`src/rtl/fp_adder_seq.sv`:
```
// fp_adder_seq: iterative floating-point adder/subtractor.
// Format is sign | EXP_W exponent | FRAC_W fraction with a hidden leading 1 and
// bias 2^(EXP_W-1)-1. Exponent 0 encodes zero; there are no denormals, Inf or NaN.
// Alignment and normalisation move one bit per cycle, so latency depends on the
// exponent difference and on how far the raw sum is from normalised.
// Optional feature macro: FP_ADDER_SEQ_RNE_EN adds a one-cycle ROUND state with
// round-to-nearest-even; without it guard/round/sticky are simply truncated.
module fp_adder_seq #(
    parameter int EXP_W  = 4,
    parameter int FRAC_W = 8
) (
    input  logic              clk,
    input  logic              rst,
    input  logic              in_valid,
    output logic              in_ready,
    input  logic              op_sub,
    input  logic              sign_a,
    input  logic [EXP_W-1:0]  exp_a,
    input  logic [FRAC_W-1:0] frac_a,
    input  logic              sign_b,
    input  logic [EXP_W-1:0]  exp_b,
    input  logic [FRAC_W-1:0] frac_b,
    output logic              out_valid,
    input  logic              out_ready,
    output logic              sign_out,
    output logic [EXP_W-1:0]  exp_out,
    output logic [FRAC_W-1:0] frac_out,
    output logic              ovf,
    output logic              unf
);

    // Mantissa: hidden bit, fraction, guard, round, sticky. Sum adds a carry bit.
    localparam int M_W = FRAC_W + 4;
    localparam int S_W = FRAC_W + 5;
    localparam int CAP = FRAC_W + 3;
    localparam int D_W = (EXP_W > $clog2(CAP + 1)) ? EXP_W : $clog2(CAP + 1);

    localparam logic [S_W-1:0] SAT_SUM = {2'b01, {FRAC_W{1'b1}}, 3'b000};

`ifdef FP_ADDER_SEQ_RNE_EN
    typedef enum logic [2:0] {
        S_IDLE = 3'd0, S_ALIGN = 3'd1, S_ADD = 3'd2, S_NORM = 3'd3, S_DONE = 3'd4, S_ROUND = 3'd5
    } state_t;
`else
    typedef enum logic [2:0] {
        S_IDLE = 3'd0, S_ALIGN = 3'd1, S_ADD = 3'd2, S_NORM = 3'd3, S_DONE = 3'd4
    } state_t;
`endif

    state_t            state_q, state_d;
    logic              sign_q, sign_d;          // result sign (sign of larger operand)
    logic              diff_q, diff_d;          // operand signs differ -> subtract
    logic [EXP_W-1:0]  exp_q, exp_d;            // working exponent
    logic [M_W-1:0]    mant_a_q, mant_a_d;
    logic [M_W-1:0]    mant_b_q, mant_b_d;
    logic [S_W-1:0]    sum_q, sum_d;
    logic [D_W-1:0]    d_q, d_d;
    logic              ovf_n_q, ovf_n_d;        // flags of the result being built
    logic              unf_n_q, unf_n_d;
    logic              out_valid_q, out_valid_d;
    logic              sign_out_q, sign_out_d;
    logic [EXP_W-1:0]  exp_out_q, exp_out_d;
    logic [FRAC_W-1:0] frac_out_q, frac_out_d;
    logic              ovf_q, ovf_d;
    logic              unf_q, unf_d;

    // Capture-path helpers: effective B sign, operand ordering, raw exponent gap
    logic              sign_b_eff;
    logic              a_is_big;
    logic              big_s, small_s;
    logic [EXP_W-1:0]  big_e, small_e, exp_gap;
    logic [FRAC_W-1:0] big_f, small_f;
    logic [M_W-1:0]    big_m, small_m;

`ifdef FP_ADDER_SEQ_RNE_EN
    logic              round_up;
    logic [FRAC_W+1:0] rnd;
`endif

    assign in_ready  = (state_q == S_IDLE);
    assign out_valid = out_valid_q;
    assign sign_out  = sign_out_q;
    assign exp_out   = exp_out_q;
    assign frac_out  = frac_out_q;
    assign ovf       = ovf_q;
    assign unf       = unf_q;

    // Next-state and datapath logic for the whole operation sequence
    always_comb begin
        state_d     = state_q;
        sign_d      = sign_q;
        diff_d      = diff_q;
        exp_d       = exp_q;
        mant_a_d    = mant_a_q;
        mant_b_d    = mant_b_q;
        sum_d       = sum_q;
        d_d         = d_q;
        ovf_n_d     = ovf_n_q;
        unf_n_d     = unf_n_q;
        out_valid_d = out_valid_q;
        sign_out_d  = sign_out_q;
        exp_out_d   = exp_out_q;
        frac_out_d  = frac_out_q;
        ovf_d       = ovf_q;
        unf_d       = unf_q;

        sign_b_eff = sign_b ^ op_sub;
        a_is_big   = ({exp_a, frac_a} >= {exp_b, frac_b});
        big_s      = a_is_big ? sign_a : sign_b_eff;
        big_e      = a_is_big ? exp_a  : exp_b;
        big_f      = a_is_big ? frac_a : frac_b;
        small_s    = a_is_big ? sign_b_eff : sign_a;
        small_e    = a_is_big ? exp_b  : exp_a;
        small_f    = a_is_big ? frac_b : frac_a;
        big_m      = (big_e   == '0) ? '0 : {1'b1, big_f,   3'b000};
        small_m    = (small_e == '0) ? '0 : {1'b1, small_f, 3'b000};
        exp_gap    = big_e - small_e;

`ifdef FP_ADDER_SEQ_RNE_EN
        round_up = sum_q[2] & (sum_q[1] | sum_q[0] | sum_q[3]);
        rnd      = {1'b0, sum_q[S_W-2:3]} + (FRAC_W+2)'(round_up);
`endif

        case (state_q)
            S_IDLE: begin
                if (in_valid) begin
                    sign_d   = big_s;
                    diff_d   = big_s ^ small_s;
                    exp_d    = big_e;
                    mant_a_d = big_m;
                    ovf_n_d  = 1'b0;
                    unf_n_d  = 1'b0;
                    if (D_W'(exp_gap) > D_W'(CAP)) begin
                        // Everything of B would be shifted out: keep only its sticky.
                        d_d      = D_W'(CAP);
                        mant_b_d = {{(M_W-1){1'b0}}, |small_m};
                    end else begin
                        d_d      = D_W'(exp_gap);
                        mant_b_d = small_m;
                    end
                    state_d = S_ALIGN;
                end
            end
            S_ALIGN: begin
                if (d_q != '0) begin
                    mant_b_d = {1'b0, mant_b_q[M_W-1:2], mant_b_q[1] | mant_b_q[0]};
                    d_d      = d_q - D_W'(1);
                end else begin
                    state_d = S_ADD;
                end
            end
            S_ADD: begin
                // A >= B after the swap, so the difference is never negative.
                if (diff_q) sum_d = {1'b0, mant_a_q} - {1'b0, mant_b_q};
                else        sum_d = {1'b0, mant_a_q} + {1'b0, mant_b_q};
                state_d = S_NORM;
            end
            S_NORM: begin
                if (sum_q == '0) begin
                    sign_d  = 1'b0;
                    exp_d   = '0;
                    state_d = S_DONE;
                end else if (sum_q[S_W-1]) begin
                    if (exp_q == '1) begin
                        exp_d   = '1;
                        sum_d   = SAT_SUM;
                        ovf_n_d = 1'b1;
                        state_d = S_DONE;
                    end else begin
                        sum_d = {1'b0, sum_q[S_W-1:2], sum_q[1] | sum_q[0]};
                        exp_d = exp_q + EXP_W'(1);
                    end
                end else if (!sum_q[S_W-2]) begin
                    if (exp_q <= EXP_W'(1)) begin
                        sign_d  = 1'b0;
                        exp_d   = '0;
                        sum_d   = '0;
                        unf_n_d = 1'b1;
                        state_d = S_DONE;
                    end else begin
                        sum_d = {sum_q[S_W-2:0], 1'b0};
                        exp_d = exp_q - EXP_W'(1);
                    end
                end else begin
`ifdef FP_ADDER_SEQ_RNE_EN
                    state_d = S_ROUND;
`else
                    state_d = S_DONE;
`endif
                end
            end
`ifdef FP_ADDER_SEQ_RNE_EN
            S_ROUND: begin
                if (rnd[FRAC_W+1]) begin
                    // Rounding carried out of the mantissa: renormalise by one.
                    if (exp_q == '1) begin
                        exp_d   = '1;
                        sum_d   = SAT_SUM;
                        ovf_n_d = 1'b1;
                    end else begin
                        sum_d = {1'b0, rnd[FRAC_W+1:1], 3'b000};
                        exp_d = exp_q + EXP_W'(1);
                    end
                end else begin
                    sum_d = {1'b0, rnd[FRAC_W:0], 3'b000};
                end
                state_d = S_DONE;
            end
`endif
            S_DONE: begin
                if (!out_valid_q) begin
                    out_valid_d = 1'b1;
                    sign_out_d  = sign_q;
                    exp_out_d   = exp_q;
                    frac_out_d  = sum_q[S_W-3:3];
                    ovf_d       = ovf_n_q;
                    unf_d       = unf_n_q;
                end else if (out_ready) begin
                    out_valid_d = 1'b0;
                    state_d     = S_IDLE;
                end
            end
            default: state_d = S_IDLE;
        endcase
    end

    // State and output registers; reset abandons any operation in flight
    always_ff @(posedge clk or posedge rst) begin
        if (rst) begin
            state_q     <= S_IDLE;
            sign_q      <= 1'b0;
            diff_q      <= 1'b0;
            exp_q       <= '0;
            mant_a_q    <= '0;
            mant_b_q    <= '0;
            sum_q       <= '0;
            d_q         <= '0;
            ovf_n_q     <= 1'b0;
            unf_n_q     <= 1'b0;
            out_valid_q <= 1'b0;
            sign_out_q  <= 1'b0;
            exp_out_q   <= '0;
            frac_out_q  <= '0;
            ovf_q       <= 1'b0;
            unf_q       <= 1'b0;
        end else begin
            state_q     <= state_d;
            sign_q      <= sign_d;
            diff_q      <= diff_d;
            exp_q       <= exp_d;
            mant_a_q    <= mant_a_d;
            mant_b_q    <= mant_b_d;
            sum_q       <= sum_d;
            d_q         <= d_d;
            ovf_n_q     <= ovf_n_d;
            unf_n_q     <= unf_n_d;
            out_valid_q <= out_valid_d;
            sign_out_q  <= sign_out_d;
            exp_out_q   <= exp_out_d;
            frac_out_q  <= frac_out_d;
            ovf_q       <= ovf_d;
            unf_q       <= unf_d;
        end
    end

endmodule

```
`config.mk`:
```
export PLATFORM = sky130hd
export DESIGN_NAME = fp_adder_seq
export DESIGN_NICKNAME = d
export VERILOG_FILES = /design/src/rtl/fp_adder_seq.sv
export SDC_FILE = /design/constraint.sdc
export NUM_CORES = 1
export LEC_CHECK = 0
export BUFFER_PORTS_ARGS = -buffer_cell sky130_fd_sc_hd__buf_2
export CAP_MARGIN = 20
export CORE_MARGIN = 10
export CORE_UTILIZATION = 50
export DETAILED_ROUTE_END_ITERATION = 10
export GPL_TIMING_DRIVEN = 0
export PLACE_DENSITY = 0.7
export SYNTH_ARGS = -nofsm -noshare
export SYNTH_HDL_FRONTEND = slang
export SYNTH_SLANG_ARGS = --single-unit
```
`constraint.sdc`:
```
create_clock -name clk -period 3.9 [get_ports clk]
set_clock_uncertainty 0.05 [all_clocks]
set_input_delay 0.39 -clock clk [delete_from_list [all_inputs] [get_ports clk]]
set_output_delay 0.39 -clock clk [all_outputs]
set_load 0.03 [all_outputs]
```
==> impl_metrics.json <==
{
  "p_leak_nw": 2.43,
  "ctsHoldBuffers": 0,
  "slew_headroom": 0.587,
  "crit_family": "compound AO/OA/AOI/OAI gates",
  "layout_commonest_cell": "dfrtp_1",
  "syn-cell-area_sq_um": 4480,
  "wl_per_cell_microns": 16.1,
  "vias": 3971,
  "final_cell_mix": "dfrtp_1, nor2_1, buf_2",
  "critPathArrivalTime_ns": 3.88,
  "synth_warnings": 0,
  "setup_ws_ns": 0.236,
  "synth_edf_count": 0,
  "place_congestion": 0.868,
  "worst_pin_slew_ns": 0.618,
  "peakVddDrop_mv": 0.444,
  "hold_viol_final": 0,
  "p_per_area_nw_per_um2": 877,
  "dpl_cell_area_sq_um": 4870,
  "fin_crit_ns": 3.66,
  "hold_ws_ns": 0.0576,
  "slew_violations": 0,
  "nets": 638,
  "syn_inst": 521,
  "synthArstFlopShare": 1.00,
  "hpwl_mm": 8.66,
  "cts_inserted_buffers": 9,
  "path_class": "in -> reg",
  "dp_slack_ns": -0.0646,
  "crit_buf_inv": 6,
  "track_usage": 0.172,
  "rows": 34,
  "cts_buffer_depth": 2,
  "ys_dominant_reg_cell": "dfrtp_1",
  "crit_fanout": 10,
  "syn_area_per_cell_sq_um": 8.60,
  "dp_cells": 677,
  "cts_tree": "yes",
  "stdcell_count": 693,
  "fin_area_sq_um": 5110,
  "die_w_microns": 115,
  "die_area_sq_um": 13200,
  "cts_setup_buffers": 0,
  "port_buffers": 47,
  "crit_path_start_kind": "input pin",
  "crit_top_cell": "buf_2",
  "yosysSeqAreaShare": 0.363,
  "cp_slowest_cell": "a311o_1",
  "antenna_found_initial": 0,
  "cts.htree.levels": 3,
  "drt_wl_total_mm": 11.1,
  "slowest_delay_ns": 0.39,
  "drc_errors": 0,
  "clockRootBuffer": "clkbuf_8",
  "fill_cells": 776,
  "rsz0062_at_grt": "no",
  "grt_pass1_wl_mm": 18.7,
  "viasPerCell": 5.73,
  "totalPowerFinal_mw": 4.49,
  "grt_pass1_vias": 3994,
  "setup_viol_count_final": 0,
  "synthDistinctLibCells": 55,
  "cp_data_required_time_ns": 4.12,
  "first_pass_iters": 4,
  "cap_violations": 0,
  "core_area_sq_um": 8720,
  "utilization": 0.587,
  "start_util": 0.514,
  "layout-drive-gt1-share": 0.176,
  "synthesis.nets": 579,
  "clk_latency_ns": 0.35,
  "status": "finished clean",
  "die_h_microns": 115,
  "postRouteAntennaNets": 0,
  "endpoint_kind": "register",
  "grt_max_degree": 39,
  "cts_sinks": 65,
  "drt_iter0_markers": 219,
  "fmax_ghz": 0.273,
  "hold_class": "in -> async",
  "synth_seq_cells": 65,
  "path_cells": "buf_2 > inv_1 > ha_1 > clkbuf_1 > nand2_1 > o21ai_1 > a21o_1 > buf_2 > buf_2 > mux2_2 > ha_1 > a311oi_1 > xnor2_1 > a311o_1 > buf_6 > o22ai_2",
  "io_pins": 48,
  "syn_to_final_growth_pct": 14.1,
  "overflow": 0,
  "setup_tns_ns": 0,
  "diodes": 0,
  "period_share": 0.939,
  "clk_pin_slew_ns": 0.08,
  "cts_resized": 0
}
routing by layer:
metal	GRT usage	wire (microns)	vias to the layer above
met4	0.0677	233	0
met2	0.284	5440	94
met3	0.0325	445	15
li1	-	-	1980
met5	0	0	-
met1	0.215	5020	1882
flip-flops by register name, indices dropped and copies added, names as in the netlist, 3 cells and up:
signal and cells:
sum_q 13, mant_b_q 12, mant_a_q 9, frac_out 8, d_q 4, exp_out 4
exp_q 4, state_q 3
report_power, final:
part | internal [mW] | switching [mW]
logic | 1.10 | 1.46
registers | 0.945 | 0.278
clock network | 0.424 | 0.283
synth_stat cells (3+ instances only):
cell	instances	area (sq um)
dfrtp_1	65	1630
nor2_1	64	240
nand2_1	46	173
a21oi_1	41	205
o21ai_0	40	200
ha_1	27	338
inv_1	25	93.8
clkbuf_1	20	75.1
mux2_2	20	225
xnor2_1	19	166
nor3_1	18	90.1
nand3_1	16	80.1
mux2i_1	12	120
a31oi_1	10	62.6
a221oi_1	8	70.1
a21o_1	7	52.6
o22ai_2	7	87.6
and3_1	6	37.5
nand2b_1	6	37.5
xor2_1	6	52.6
o22ai_1	5	31.3
nor2b_1	4	25.0
and2_1	3	18.8
nor4_1	3	18.8
o21a_1	3	22.5
or2_2	3	18.8
layout make-up:
| type | count | area [sq um] | share of cell area |
|---|---|---|---|
| inverter | 25 | 93.8 | 0.0183 |
| timing repair buffer | 48 | 255 | 0.0499 |
| sequential | 65 | 1630 | 0.318 |
| clock buffer | 9 | 124 | 0.0242 |
| buffer | 24 | 100 | 0.0196 |
| clock inverter | 7 | 119 | 0.0232 |
| multi-input combinational | 407 | 2660 | 0.520 |
| tap | 108 | 135 | 0.0264 |
worst register-to-register path, delay by kind of cell (launching register included):
kind | cells | cell delay [ns]
adder cells (fa/ha/maj) | 1 | 0.31
flip-flops | 1 | 0.46
XOR/XNOR | 2 | 0.30
AND/OR/NAND/NOR | 6 | 1.33
AO/OA/AOI/OAI | 3 | 0.86
final timing paths:
check	start	to	slack, ns	cells after the start
min reg2reg	mant_a_q[11]	mant_a_q[11]	0.44	2
max reg2reg	mant_b_q[2]	sum_q[9]	0.47	12
max in group asynchronous	rst	sum_q[9]	3.12	3
max	exp_b[3]	mant_b_q[3]	0.24	16
min in group clk	out_ready	state_q[2]	0.31	4
min	rst	diff_q	0.06	2
logic make-up (layout without fill, tap and decap cells):
kind of cell / count (synthesis) / count (layout) / synth area share
and+or+nand+nor: 176 / 176 / 0.177
muxes: 32 / 32 / 0.0771
AOI/OAI and AO/OA: 147 / 147 / 0.216
buffers and inverters: 49 / 113 / 0.0433
DFF: 65 / 65 / 0.363
adders and majority gates: 27 / 27 / 0.0754
xor gates and xnor gates: 25 / 25 / 0.0489
No activity file was read; power rests on OpenSTA's default activity.
